File: config.mk
export PLATFORM = sky130hd
export DESIGN_NAME = llc_set_writeback
export DESIGN_NICKNAME = d
export VERILOG_FILES = /design/src/rtl/llc_set_writeback.sv
export SDC_FILE = /design/constraint.sdc
export NUM_CORES = 1
export LEC_CHECK = 0
export CAP_MARGIN = 20
export CORE_AREA = 2 2 140 142
export CTS_BUF_LIST = sky130_fd_sc_hd__clkbuf_4 sky130_fd_sc_hd__clkbuf_8 sky130_fd_sc_hd__clkbuf_16
export CTS_CLUSTER_SIZE = 12
export DETAILED_ROUTE_END_ITERATION = 8
export DIE_AREA = 0 0 142 144
export PLACE_DENSITY = 0.74
export SLEW_MARGIN = 40
export SYNTH_ARGS = -nofsm -noshare
export SYNTH_HDL_FRONTEND = slang
export SYNTH_SLANG_ARGS = --single-unit
File: constraint.sdc
create_clock -name clk -period 2.1 [get_ports clk]
set_clock_uncertainty 0.15 [all_clocks]
set_input_delay 0.21 -clock clk [delete_from_list [all_inputs] [get_ports clk]]
set_output_delay 0.21 -clock clk [all_outputs]
set_load 0.1 [all_outputs]
File: src/rtl/llc_set_writeback.sv
// LLC set write-back sequencer: walks the ways of a buffered set, issues one SRAM write per selected way,
// then optionally writes the evict pointer. Define LLC_WB_SKIP_CLEAN_EN to honour way_mask_in (else all ways are written).
module llc_set_writeback #(
  parameter int WAYS       = 16,
  parameter int WAY_BITS   = $clog2(WAYS),
  parameter int SET_BITS   = 9,
  parameter int LINE_BITS  = 128,
  parameter int TAG_BITS   = 20,
  parameter int STATE_BITS = 3
) (
  input  logic                  clk,
  input  logic                  rst,
  input  logic                  start,
  input  logic [SET_BITS-1:0]   set_in,
  input  logic [WAYS-1:0]       way_mask_in,
  input  logic                  evict_wr_in,
  input  logic [WAY_BITS-1:0]   evict_way_in,
  output logic [WAY_BITS-1:0]   buf_way,
  input  logic [LINE_BITS-1:0]  buf_line,
  input  logic [TAG_BITS-1:0]   buf_tag,
  input  logic [STATE_BITS-1:0] buf_state,
  output logic                  wr_valid,
  output logic                  wr_evict_valid,
  input  logic                  wr_ready,
  output logic [SET_BITS-1:0]   wr_set,
  output logic [WAY_BITS-1:0]   wr_way,
  output logic [LINE_BITS-1:0]  wr_line,
  output logic [TAG_BITS-1:0]   wr_tag,
  output logic [STATE_BITS-1:0] wr_state,
  output logic [WAY_BITS-1:0]   wr_evict_way,
  output logic                  busy,
  output logic                  done
);

  typedef enum logic [2:0] {S_IDLE, S_SCAN, S_WRITE, S_EVICT, S_DONE} state_e;

  localparam logic [WAY_BITS-1:0] LAST_WAY = WAY_BITS'(WAYS - 1);

  state_e                state_q, state_d;
  logic [WAY_BITS-1:0]   ptr_q, ptr_d;
  logic [SET_BITS-1:0]   set_q, set_d;
  logic                  evict_wr_q, evict_wr_d;
  logic [WAY_BITS-1:0]   evict_way_q, evict_way_d;
  logic [WAY_BITS-1:0]   wr_way_q, wr_way_d;
  logic [LINE_BITS-1:0]  wr_line_q, wr_line_d;
  logic [TAG_BITS-1:0]   wr_tag_q, wr_tag_d;
  logic [STATE_BITS-1:0] wr_state_q, wr_state_d;
  logic                  wr_valid_q, wr_valid_d;
  logic                  wr_evict_valid_q, wr_evict_valid_d;
  logic                  busy_q, busy_d;
  logic                  done_q, done_d;
  logic                  way_sel;

`ifdef LLC_WB_SKIP_CLEAN_EN
  logic [WAYS-1:0] mask_q, mask_d;
  assign way_sel = mask_q[ptr_q];
`else
  logic unused_mask;
  assign unused_mask = ^way_mask_in;
  assign way_sel     = 1'b1;
`endif

  always_comb begin
    // NOTE: every always_comb target gets a default first so no path can infer a latch.
    state_d     = state_q;
    ptr_d       = ptr_q;
    set_d       = set_q;
    evict_wr_d  = evict_wr_q;
    evict_way_d = evict_way_q;
    wr_way_d    = wr_way_q;
    wr_line_d   = wr_line_q;
    wr_tag_d    = wr_tag_q;
    wr_state_d  = wr_state_q;
`ifdef LLC_WB_SKIP_CLEAN_EN
    mask_d      = mask_q;
`endif
    unique case (state_q)
      S_IDLE: begin
        if (start) begin
          set_d       = set_in;
          evict_wr_d  = evict_wr_in;
          evict_way_d = evict_way_in;
`ifdef LLC_WB_SKIP_CLEAN_EN
          mask_d      = way_mask_in;
`endif
          ptr_d       = '0;
          state_d     = S_SCAN;
        end
      end
      S_SCAN: begin
        if (way_sel) begin
          wr_line_d  = buf_line;
          wr_tag_d   = buf_tag;
          wr_state_d = buf_state;
          wr_way_d   = ptr_q;
          state_d    = S_WRITE;
        end else if (ptr_q == LAST_WAY) begin
          state_d = evict_wr_q ? S_EVICT : S_DONE;
        end else begin
          ptr_d = ptr_q + 1'b1;
        end
      end
      S_WRITE: begin
        // Terminal check comes before the increment so ptr never wraps.
        if (wr_ready) begin
          if (ptr_q == LAST_WAY) begin
            state_d = evict_wr_q ? S_EVICT : S_DONE;
          end else begin
            ptr_d   = ptr_q + 1'b1;
            state_d = S_SCAN;
          end
        end
      end
      S_EVICT: if (wr_ready) state_d = S_DONE;
      S_DONE:  state_d = S_IDLE;
      default: state_d = S_IDLE;
    endcase

    wr_valid_d       = (state_d == S_WRITE);
    wr_evict_valid_d = (state_d == S_EVICT);
    busy_d           = (state_d != S_IDLE);
    done_d           = (state_d == S_DONE);
  end

  // NOTE: sequential state uses non-blocking assignments only, so all flops update together.
  always_ff @(posedge clk) begin
    if (rst) begin
      state_q          <= S_IDLE;
      ptr_q            <= '0;
      set_q            <= '0;
      evict_wr_q       <= 1'b0;
      evict_way_q      <= '0;
      wr_way_q         <= '0;
      wr_line_q        <= '0;
      wr_tag_q         <= '0;
      wr_state_q       <= '0;
      wr_valid_q       <= 1'b0;
      wr_evict_valid_q <= 1'b0;
      busy_q           <= 1'b0;
      done_q           <= 1'b0;
`ifdef LLC_WB_SKIP_CLEAN_EN
      mask_q           <= '0;
`endif
    end else begin
      state_q          <= state_d;
      ptr_q            <= ptr_d;
      set_q            <= set_d;
      evict_wr_q       <= evict_wr_d;
      evict_way_q      <= evict_way_d;
      wr_way_q         <= wr_way_d;
      wr_line_q        <= wr_line_d;
      wr_tag_q         <= wr_tag_d;
      wr_state_q       <= wr_state_d;
      wr_valid_q       <= wr_valid_d;
      wr_evict_valid_q <= wr_evict_valid_d;
      busy_q           <= busy_d;
      done_q           <= done_d;
`ifdef LLC_WB_SKIP_CLEAN_EN
      mask_q           <= mask_d;
`endif
    end
  end

  assign buf_way        = ptr_q;
  assign wr_set         = set_q;
  assign wr_way         = wr_way_q;
  assign wr_line        = wr_line_q;
  assign wr_tag         = wr_tag_q;
  assign wr_state       = wr_state_q;
  assign wr_evict_way   = evict_way_q;
  assign wr_valid       = wr_valid_q;
  assign wr_evict_valid = wr_evict_valid_q;
  assign busy           = busy_q;
  assign done           = done_q;

endmodule

# After elaboration in Yosys (flattened, before gate mapping)
# Index checks and enable logic that the tools add are counted.
# op_classes
addsub	1
eq_ne	10
muxes	10
n_reduce_logical	5
# ops
op	n
two-way mux 3 bit	5
equality test 3 x 2 -> 1 bit, second input constant	4
two-way mux 4 bit	3
case mux 3 bit (4 select lines)	1
case mux 4 bit (2 select lines)	1
!= test 2 bit, second input constant	3
adder 4 x 1 -> 4 bit, second input constant	1
equality test 4 bit, second input constant	1
AND reduction 4 bit	1
equality test 3 x 1 -> 1 bit, second input constant	1
equality test 3 bit, second input constant	1
logical NOT 3 bit	1
nonzero test 3 bit	1
AND reduction 2 bit	1
nonzero test 2 bit	1
# totals
ff_bits	180
input_bits	185
output_inout_bits	176
elab_cells	39

# Depth between registers and ports, before layout
# Gate-level depths: netlist (run 1).
# depth
word_depth	5
ltp_mapped	7
mapped_depth_nobuf	5

# Worst setup path before layout (run 1)
# No wires, ideal clock.
# synth_timing
kind	register to register
startpoint	reg ptr_q[0] (netlist: buf_way[0])
endpoint	reg wr_evict_valid_q (netlist: wr_evict_valid)
setup_time_ps	76
t_arrival_ps	2249
required_ps	1874
slack_ps	-375
stages_incl_launch_ff	6
n_path_buf	0
synth_period_minus_slack_ps	2475
path_cell_list	dfxtp_1 ha_1 nand3_1 o311a_1 nor4_2 a21boi_0
# synth_between
elab_chain_cells	5
# synth_rtl
element	line_no	source
start: declaration	40	logic [WAY_BITS-1:0] ptr_q, ptr_d;
start signal: assignment	146	ptr_q <= ptr_d;
equality test 4 bit	106	if (ptr_q == LAST_WAY) begin
two-way mux 3 bit	106	
two-way mux 3 bit	105	if (wr_ready) begin
case mux 3 bit (4 select lines)	77	unique case (state_q)
equality test 3 x 2 -> 1 bit	120	wr_evict_valid_d = (state_d == S_EVICT);
end signal: assignment	155	wr_evict_valid_q <= wr_evict_valid_d;
end: declaration	49	logic wr_evict_valid_q, wr_evict_valid_d;
# Every way passes these cells.
# A chain may end at the register's enable or synchronous reset.

# Worst setup path after layout (run 1)
# Same ends and word-level chain as after synthesis.

==> impl_metrics.env, run 1 <==
export IMPL_grt_util_all_layers_pct=17.56
export IMPL_start_kind="flip-flop"
export IMPL_leakage_nw=4.086
export IMPL_synth_edf_count=0
export IMPL_drc=0
export IMPL_combPwrFrac_pct=29.2
export IMPL_layout_area_overhead_vs_synth_pct=61.93
export IMPL_globalRoute_totalOverflow=0
export IMPL_p_per_area_mw_per_mm2=982.0
export IMPL_seqPwrFrac_pct=37.8
export IMPL_cts_tree="yes"
export IMPL_holdWs_ns=0.03552
export IMPL_antenna_found_initial=0
export IMPL_grt_pass1_vias=5684
export IMPL_drt_initial_drc_count=305
export IMPL_clock_latency_ns=0.41
export IMPL_worstMarginPinSlew_ns=0.4399
export IMPL_fillers=1824
export IMPL_swShare_pct=36.60
export IMPL_grt_max_degree=85
export IMPL_rows=51
export IMPL_clockBufferDepth=2
export IMPL_htree_levels=4
export IMPL_yosysSeqAreaShare_pct=57.65
export IMPL_cts_buffers_inserted=17
export IMPL_place_gp_congestion=0.7932
export IMPL_num_vias=6270
export IMPL_hpwlAfterDp_um=13510
export IMPL_syn_area_mm2=0.006251
export IMPL_p_clk_share_pct=33.0
export IMPL_die_x_um=142
export IMPL_cts_setup_buffers=0
export IMPL_pin_count=361
export IMPL_drive_gt1_share_pct=20.68
export IMPL_ys_seq_elements=180
export IMPL_grt_pass1_wl_um=28850
export IMPL_cp_slowest_stage_delay_ns=0.37
export IMPL_syn_avg_cell_area_um2=7.953
export IMPL_max_slew_margin_pct=70.26
export IMPL_setup_viol_count_final=0
export IMPL_fmax_ghz=0.5350
export IMPL_critical_path_class="flip-flop to flip-flop"
export IMPL_start_util_pct=32.76
export IMPL_clockRootBuffer="clkbuf_16"
export IMPL_path_cells="ha_1 > nand3_1 > o311a_1 > nor4_2 > a21boi_0"
export IMPL_io_buffers=344
export IMPL_syn_nets=972
export IMPL_period_needed_ns=1.869
export IMPL_rsz0062_at_grt="false"
export IMPL_final_setup_tns_ns=0
export IMPL_status="finished clean"
export IMPL_synth_top_area_share_pct=57.65
export IMPL_end_kind="flip-flop"
export IMPL_first_pass_iters=6
export IMPL_cts_sinks=180
export IMPL_synth_async_reset_ratio_pct=0
export IMPL_critPathTopFamily="compound AO/OA/AOI/OAI gates"
export IMPL_ant_nets=0
export IMPL_cp_required_ns=2.28
export IMPL_yosysWarnings=0
export IMPL_cp_arrival_ns=2.05
export IMPL_cts_hold_fix_buffers=0
export IMPL_synthFlopType="dfxtp_1"
export IMPL_num_antenna_cells=0
export IMPL_routed_wl_um=19110
export IMPL_hold_viol=0
export IMPL_wire_per_inst_um=14.10
export IMPL_core_area_mm2=0.01908
export IMPL_ir_worst_vdd_uv=510.0
export IMPL_viasPerCell=4.627
export IMPL_cp_num_buf_inv=0
export IMPL_timing_final_crit_share_pct=89.01
export IMPL_synthCells=786
export IMPL_hold_path_class="primary input to flip-flop"
export IMPL_maxCapViolCount=0
export IMPL_ctsResizeCount=0
export IMPL_maxSlewViolCount=0
export IMPL_die_h_um=144
export IMPL_power_switching_mw=3.638
export IMPL_synth_area_leader_cell="dfxtp_1"
export IMPL_intPower_mw=6.301
export IMPL_cp_max_fo=6
export IMPL_cts_reportedPaths_clkPinSlew_ns=0.07
export IMPL_cp_slowest_cell="dfxtp_2"
export IMPL_synth_cell_type_count=29
export IMPL_nets=1291
export IMPL_synth_area_top_cells="dfxtp_1 58%, nand2_1 20%, a21oi_1 14%, clkbuf_1 2.2%, buf_2 1.4%"
export IMPL_die_area_mm2=0.02045
## stage by stage
step | worst slack (ns) | instances | cell area (um^2) | utilization [%] | power (mW)
after floorplan | 0.01628 | 786 | 6256 | - | 5.885
after global placement | 0.2497 | 1324 | 9515 | 49.87 | 6.726
after detailed placement | 0.2263 | 1324 | 9515 | 49.87 | 6.749
after CTS | 0.1981 | 1355 | 10120 | 53.05 | 10.04
after global routing | 0.01698 | 1355 | 10120 | 53.05 | 10.31
final | 0.2308 | 1355 | 10120 | 53.05 | 9.940
## synth_stat cells, types with 3 or more instances
library cell and count:
o21ai_0 4, nor2_1 3, buf_2 18, nand2_1 340
buf_1 3, a21oi_1 171, inv_1 3, dfxtp_1 180
clkbuf_1 36, or3_1 4
## power by group through the flow
| stage | sequential [mW] | combinational [mW] | clock [mW] |
|---|---|---|---|
| floorplan | 5.36 | 0.521 | 0 |
| global placement | 3.82 | 2.90 | 0 |
| detailed placement | 3.83 | 2.92 | 0 |
| CTS | 3.75 | 2.92 | 3.36 |
| global route | 3.78 | 3.04 | 3.50 |
| finish | 3.75 | 2.91 | 3.28 |
## flip-flops by register name, indices dropped and copies added (netlist names)
name            cells
state_q             3
wr_way              4
wr_tag             20
wr_set              9
wr_state            3
buf_way             4
done                1
busy                1
evict_wr_q          1
wr_evict_way        4
wr_valid            1
wr_evict_valid      1
wr_line           128
## metal layers
layer  up-vias  routed length (um)  global-route usage, %  share of wire (%)
li1       3172                   -                      -                  -
met1      2836                7775                  20.60                 41
met2       229                9441                  30.03                 49
met3        33                1457                  5.927                7.6
met4         0                 431                  6.211                2.3
met5         -                   0                      0                  0
## cell usage in the layout, fill, tap and decap left out, drive strengths merged, types with 2 or more instances in the layout
cell	instances
nor3b	2
nor4b	2
o21ai	4
a21oi	172
a21boi	3
inv	7
or3	4
o2111ai	2
clkinv	5
and4b	2
buf	191
nor2	3
clkbuf	18
bufinv	3
clkdlybuf4s50	167
nand2	340
dfxtp	180
nand3	2
## worst paths after layout
kind / start / endpoint / slack [ns] / depth (start not counted)
max reg2reg: buf_way[0] / wr_evict_valid / 0.23 / 5
min reg2reg: wr_evict_way[2] / wr_evict_way[2] / 0.30 / 2
min: rst / wr_evict_way[3] / 0.04 / 2
max: buf_way[0] / wr_evict_valid / 0.23 / 5
## kinds of logic after synthesis
kind of cell / count (synthesis) / synth area share [%]
AOI/OAI and AO/OA: 183 / 15.05
adders and majority gates: 1 / 0.2001
buffers and inverters: 61 / 4.083
DFF: 180 / 57.65
muxes: 1 / 0.1601
and+or+nand+nor: 360 / 22.86
## final cells by class
cell class                      count  area, um^2  area share, %
Sequential cell                   180        3608          35.65
Timing Repair Buffer              358        3193          31.55
Multi-Input combinational cell    545        2405          23.76
Clock buffer                       18       432.9          4.277
Tap cell                          238       297.8          2.942
Clock inverter                     13       173.9          1.718
Inverter                            3       11.26         0.1112
Power figures use the tool's default switching activity.
==> inputs of run 2 (changes only) <==
Settings changed: CORE_AREA 2 2 140 142 to 2 2 141 143, CTS_CLUSTER_DIAMETER from default to 80, DIE_AREA 0 0 142 144 to 0 0 143 145, DONT_BUFFER_PORTS from default to 1, PLACE_DENSITY 0.74 to 0.49, SLEW_MARGIN 40 to 20.
==> run 2 against run 1 <==
Net effect:
- largest power group unchanged
- routed wire length is 1.8% higher
- via count down 5.6%
- the flow now finishes with violations (negative hold slack)
- critical path depth rose by 2
- combinational power fell by 6%
- highest routed layer unchanged
- register-to-register slack worse by 0.15 ns
- clock power up 2%
- critical path type unchanged
- first-iteration DRC count up 22%
==> impl_metrics.env, run 2 (synthesized netlist as in run 1, its figures left out) <==
export IMPL_maxSlewViolCount=0
export IMPL_hold_depth=1
export IMPL_end_kind="flip-flop"
export IMPL_path_cells="buf_4 > nor4b_4 > buf_6 > nor2_1 > dlygate4sd3_1 > nand2_1 > mux2i_1"
export IMPL_place_ws_ns=0.3457
export IMPL_ir_worst_vdd_uv=498.4
export IMPL_reg2reg_from="state_q[0]"
export IMPL_rows=51
export IMPL_routed_wl_um=19450
export IMPL_cp_max_fo=17
export IMPL_cts_buffers_inserted=17
export IMPL_r2r_end="buf_way[2]"
export IMPL_clock_latency_ns=0.42
export IMPL_critical_path_class="flip-flop to flip-flop"
export IMPL_p_per_area_mw_per_mm2=1047
export IMPL_setup_ws_ns=0.07824
export IMPL_drc=0
export IMPL_cp_required_ns=2.25
export IMPL_hpwlAfterDp_um=12480
export IMPL_largest_register_ffs=128
export IMPL_io_buffers=0
export IMPL_final_common_cell="nand2_1"
export IMPL_fillers=1921
export IMPL_grt_pass1_wl_um=28380
export IMPL_leakage_nw=3.833
export IMPL_postPlaceCellArea_mm2=0.007818
export IMPL_start_util_pct=32.55
export IMPL_final_cell_mix="339 x nand2_1, 184 x buf_4, 174 x dfxtp_1, 171 x a21oi_1, 90 x dlygate4sd3_1"
export IMPL_nets=1212
export IMPL_clockRootBuffer="clkbuf_16"
export IMPL_violations="negative hold slack"
export IMPL_cts_reportedPaths_clkPinSlew_ns=0.07
export IMPL_holdWs_ns=-0.2893
export IMPL_fin_area_mm2=0.009354
export IMPL_maxCapViolCount=0
export IMPL_hold_start="rst"
export IMPL_min_to="wr_line[32]"
export IMPL_fmax_ghz=0.4946
export IMPL_num_vias=5922
export IMPL_die_h_um=145
export IMPL_start_kind="flip-flop"
export IMPL_drt_initial_drc_count=373
export IMPL_viasPerCell=4.541
export IMPL_grt_util_all_layers_pct=17.47
export IMPL_drive_gt1_share_pct=22.33
export IMPL_max_slew_margin_pct=70.97
export IMPL_period_needed_ns=2.022
export IMPL_hold_path_class="primary input to flip-flop"
export IMPL_pin_count=361
export IMPL_core_area_mm2=0.01921
export IMPL_wire_per_inst_um=14.91
export IMPL_cp_slowest_cell="dlygate4sd3_1"
export IMPL_antenna_found_initial=0
export IMPL_setup_viol_count_final=0
export IMPL_cp_arrival_ns=2.17
export IMPL_grt_max_degree=177
export IMPL_cp_slowest_stage_delay_ns=0.59
export IMPL_die_area_mm2=0.02074
export IMPL_clockBufferDepth=2
export IMPL_r2r_cells=7
export IMPL_layout_area_overhead_vs_synth_pct=49.64
export IMPL_htree_levels=4
export IMPL_cts_sinks=180
export IMPL_status="finished with violations"
export IMPL_grt_pass1_vias=5361
export IMPL_place_gp_congestion=0.7657
export IMPL_worstMarginPinSlew_ns=0.4354
export IMPL_ant_nets=0
export IMPL_num_antenna_cells=0
export IMPL_timing_final_crit_share_pct=96.27
export IMPL_globalRoute_totalOverflow=0
export IMPL_cts_tree="yes"
export IMPL_first_pass_iters=4
export IMPL_die_x_um=143
export IMPL_r2r_slack_ns=0.08
export IMPL_hold_viol=159
run 2: cell types whose count changed in the layout (fill, tap and decap cells not counted), sizes merged:
cell / change
clkinv: -1
dlygate4sd3: +90
buf: -2
clkdlybuf4s50: -167
clkbuf: +2
run 2: power breakdown:
part / internal, mW / switching (mW)
Sequential: 3.63 / 0.0689
Combinational: 0.599 / 2.13
Clock: 1.96 / 1.40
Total: 6.19 / 3.60
run 2: critical path, delay by kind of cell, from the launching register on:
kind,cells,cell delay (ns)
AND/OR/NAND/NOR,3,0.40
flip-flops,1,0.31
buffers and inverters,3,0.98
multiplexers,1,0.07
run 2: worst max path at each step:
stage | slack [ns] | end | depth (start not counted) | from
floorplan | 0.02 | wr_evict_valid | 5 | buf_way[1]
global placement | 0.31 | wr_evict_valid | 5 | buf_way[0]
detailed placement | 0.35 | wr_evict_valid | 5 | buf_way[0]
CTS | 0.04 | wr_set[3] | 6 | state_q[0]
global route | -0.03 | buf_way[2] | 7 | state_q[0]
finish | 0.08 | buf_way[2] | 7 | state_q[0]
run 2: layer usage:
layer,vias to the layer above,track usage (%),wire length (um)
li1,3016,-,-
met1,2672,20.68,7885
met2,210,28.59,9647
met3,24,6.403,1511
met4,0,6.881,402
met5,-,0,0
run 2: layout make-up:
type / instances / area, um^2 / share of cell area [%]
Clock buffer: 20 / 454.2 / 4.856
Timing Repair Buffer: 279 / 2374 / 25.37
Clock inverter: 12 / 167.7 / 1.792
Inverter: 3 / 11.26 / 0.1204
Multi-Input combinational cell: 545 / 2405 / 25.71
Sequential cell: 180 / 3611 / 38.60
Tap cell: 265 / 331.6 / 3.545
run 2: per-stage QoR:
step,instances,hold slack [ns],util [%],power (mW),TNS (ns)
final,1304,-0.2893,48.70,9.791,0
after global routing,1304,-0.3257,48.70,10.20,-0.03102
after CTS,1231,-0.3132,44.88,9.785,0
after detailed placement,1181,0.1414,40.70,6.369,0
after global placement,1181,0.1407,40.70,6.350,0
after floorplan,786,0.1373,-,5.885,0
run 2: timing repair:
action | in CTS | in global routing
hold endpoints to repair | 180 | 163
hold buffers | 18 | 72
buffers inserted | 0 | 1
endpoints found under the setup margin | 0 | 15
gates resized for setup | 0 | 3
==> inputs of run 3 (changes only) <==
Settings changed: CORE_AREA 2 2 141 143 to 2 2 140 142, DIE_AREA 0 0 143 145 to 0 0 142 144, PLACE_DENSITY 0.49 to 0.5.
==> run 3 against run 2 <==
Net effect:
- the flow still finishes with violations (negative hold slack)
- cell count is 7.9% lower
- sequential power hardly changed
- setup slack gained 0.029 ns
- clock-buffer cell count down 1
- fmax up 1.4%
- largest cell class unchanged
- register-to-register slack improved by 0.03 ns
- sequential share of layout area grew 3.6 points
- routed wire length decreased by 8.6%
- global-route usage fell by 1.4 points
- critical path type unchanged
- flip-flop and latch count unchanged
- critical endpoint is now wr_evict_way[0]
==> impl_metrics.env, run 3 (synthesized netlist as in run 1, its figures left out) <==
export IMPL_status="finished with violations"
export IMPL_violations="negative hold slack"
export IMPL_grt_pass1_vias=5006
export IMPL_htree_levels=4
export IMPL_r2r_slack_ns=0.11
export IMPL_period_needed_ns=1.993
export IMPL_timing_final_crit_share_pct=94.92
export IMPL_start_kind="flip-flop"
export IMPL_die_h_um=144
export IMPL_io_buffers=0
export IMPL_holdWs_ns=-0.2923
export IMPL_clockBufferDepth=2
export IMPL_ir_worst_vdd_uv=500.4
export IMPL_hold_viol=171
export IMPL_final_common_cell="nand2_1"
export IMPL_fmax_ghz=0.5017
export IMPL_fin_area_mm2=0.008546
export IMPL_cp_max_fo=14
export IMPL_maxSlewViolCount=0
export IMPL_clock_latency_ns=0.42
export IMPL_cts_buffers_inserted=17
export IMPL_cts_setup_buffers=0
export IMPL_dp_cells=1152
export IMPL_drt_initial_drc_count=284
export IMPL_globalRoute_totalOverflow=0
export IMPL_seqPwrFrac_pct=39.0
export IMPL_postPlaceCellArea_mm2=0.007781
export IMPL_die_x_um=142
export IMPL_final_setup_tns_ns=0
export IMPL_combPwrFrac_pct=27.2
export IMPL_place_gp_congestion=0.7366
export IMPL_num_antenna_cells=0
export IMPL_hold_path_class="primary input to flip-flop"
export IMPL_cp_arrival_ns=2.21
export IMPL_routed_wl_um=17780
export IMPL_layout_area_overhead_vs_synth_pct=36.71
export IMPL_p_clk_share_pct=33.8
export IMPL_place_ws_ns=0.1556
export IMPL_power_switching_mw=3.620
export IMPL_critical_path_class="flip-flop to flip-flop"
export IMPL_drive_gt1_share_pct=23.68
export IMPL_pin_count=361
export IMPL_cts_tree="yes"
export IMPL_core_area_mm2=0.01908
export IMPL_start_util_pct=32.76
export IMPL_intPower_mw=5.883
export IMPL_setup_ws_ns=0.1068
export IMPL_grt_util_all_layers_pct=16.04
export IMPL_p_per_area_mw_per_mm2=1112
export IMPL_die_area_mm2=0.02045
export IMPL_max_slew_margin_pct=66.34
export IMPL_viasPerCell=4.609
export IMPL_antenna_found_initial=0
export IMPL_fillers=1958
export IMPL_cts_reportedPaths_clkPinSlew_ns=0.07
export IMPL_nets=1136
export IMPL_ant_nets=0
export IMPL_wire_per_inst_um=14.80
export IMPL_num_vias=5536
export IMPL_setup_viol_count_final=0
export IMPL_largest_register_ffs=128
export IMPL_rsz0062_at_grt="false"
export IMPL_grt_pass1_wl_um=25920
export IMPL_end_kind="flip-flop"
export IMPL_swShare_pct=38.09
export IMPL_leakage_nw=3.479
export IMPL_first_pass_iters=4
export IMPL_clockRootBuffer="clkbuf_16"
export IMPL_hpwlAfterDp_um=11920
export IMPL_cts_sinks=180
export IMPL_grt_max_degree=177
export IMPL_final_cell_mix="339 x nand2_1, 181 x buf_4, 175 x dfxtp_1, 171 x a21oi_1"
export IMPL_maxCapViolCount=0
export IMPL_worstMarginPinSlew_ns=0.5028
export IMPL_finalNonFillerCells=1201
export IMPL_cp_required_ns=2.32
export IMPL_drc=0
export IMPL_rows=51
[run 3: cell count changes in the layout (fill, tap and decap cells not counted), sizes merged]
cell	delta
bufinv	-2
dlygate4sd3	-73
clkbuf	-1
buf	-3
clkinv	-1
inv	+4
[run 3: through the flow]
stage | util (%) | total power, mW | hold slack (ns)
3_3_place_gp | 40.78 | 6.344 | 0.1392
2_1_floorplan | - | 5.885 | 0.1373
6_report | 44.79 | 9.503 | -0.2923
3_5_place_dp | 40.78 | 6.361 | 0.1421
4_1_cts | 44.21 | 9.615 | -0.3223
5_1_grt | 44.79 | 9.869 | -0.3113
[run 3: metal layers]
layer  up-vias  share of wire [%]  GRT usage [%]
met3        16                9.3          6.523
li1       2864                  -              -
met5         -                  0              0
met4         0                1.6          5.316
met2       214                 47          26.80
met1      2442                 42          18.76
[run 3: area by class of cell]
cell class	count	area, um^2	share of cell area [%]
clock inverters	13	140.1	1.640
flip-flops and latches	180	3610	42.24
multi-input cells	545	2405	28.14
clock buffers	19	452.9	5.300
repair buffers	203	1629	19.06
inverters	3	11.26	0.1318
well taps	238	297.8	3.485
[run 3: critical path, cell delays in order (launching register included)]
cell and delay [ns]:
dfxtp_1 0.53, nor2_1 0.15, nand3_1 0.11, buf_4 0.21
nand2_1 0.07, a21oi_1 0.15, dlygate4sd3_1 0.56
[run 3: power groups by stage]
| stage | Clock [mW] | Sequential (mW) | Combinational (mW) |
|---|---|---|---|
| 3_3_place_gp | 0 | 3.78 | 2.56 |
| 3_5_place_dp | 0 | 3.79 | 2.57 |
| 5_1_grt | 3.43 | 3.73 | 2.71 |
| 6_report | 3.21 | 3.71 | 2.58 |
| 2_1_floorplan | 0 | 5.36 | 0.521 |
| 4_1_cts | 3.32 | 3.71 | 2.59 |
[run 3: final timing paths]
kind                            cells past startpoint         endpoint        start
worst max-delay path                                6  wr_evict_way[0]   state_q[2]
worst min-delay path                                1        wr_set[6]          rst
worst max register to register                      6  wr_evict_way[0]   state_q[2]
worst min register to register                      2      wr_line[32]  wr_line[32]
[run 3: timing repair]
action,CTS,global route
endpoints found under the setup margin,0,1
hold buffers,6,11
endpoints found under the hold margin,180,175
gates resized for setup,0,1
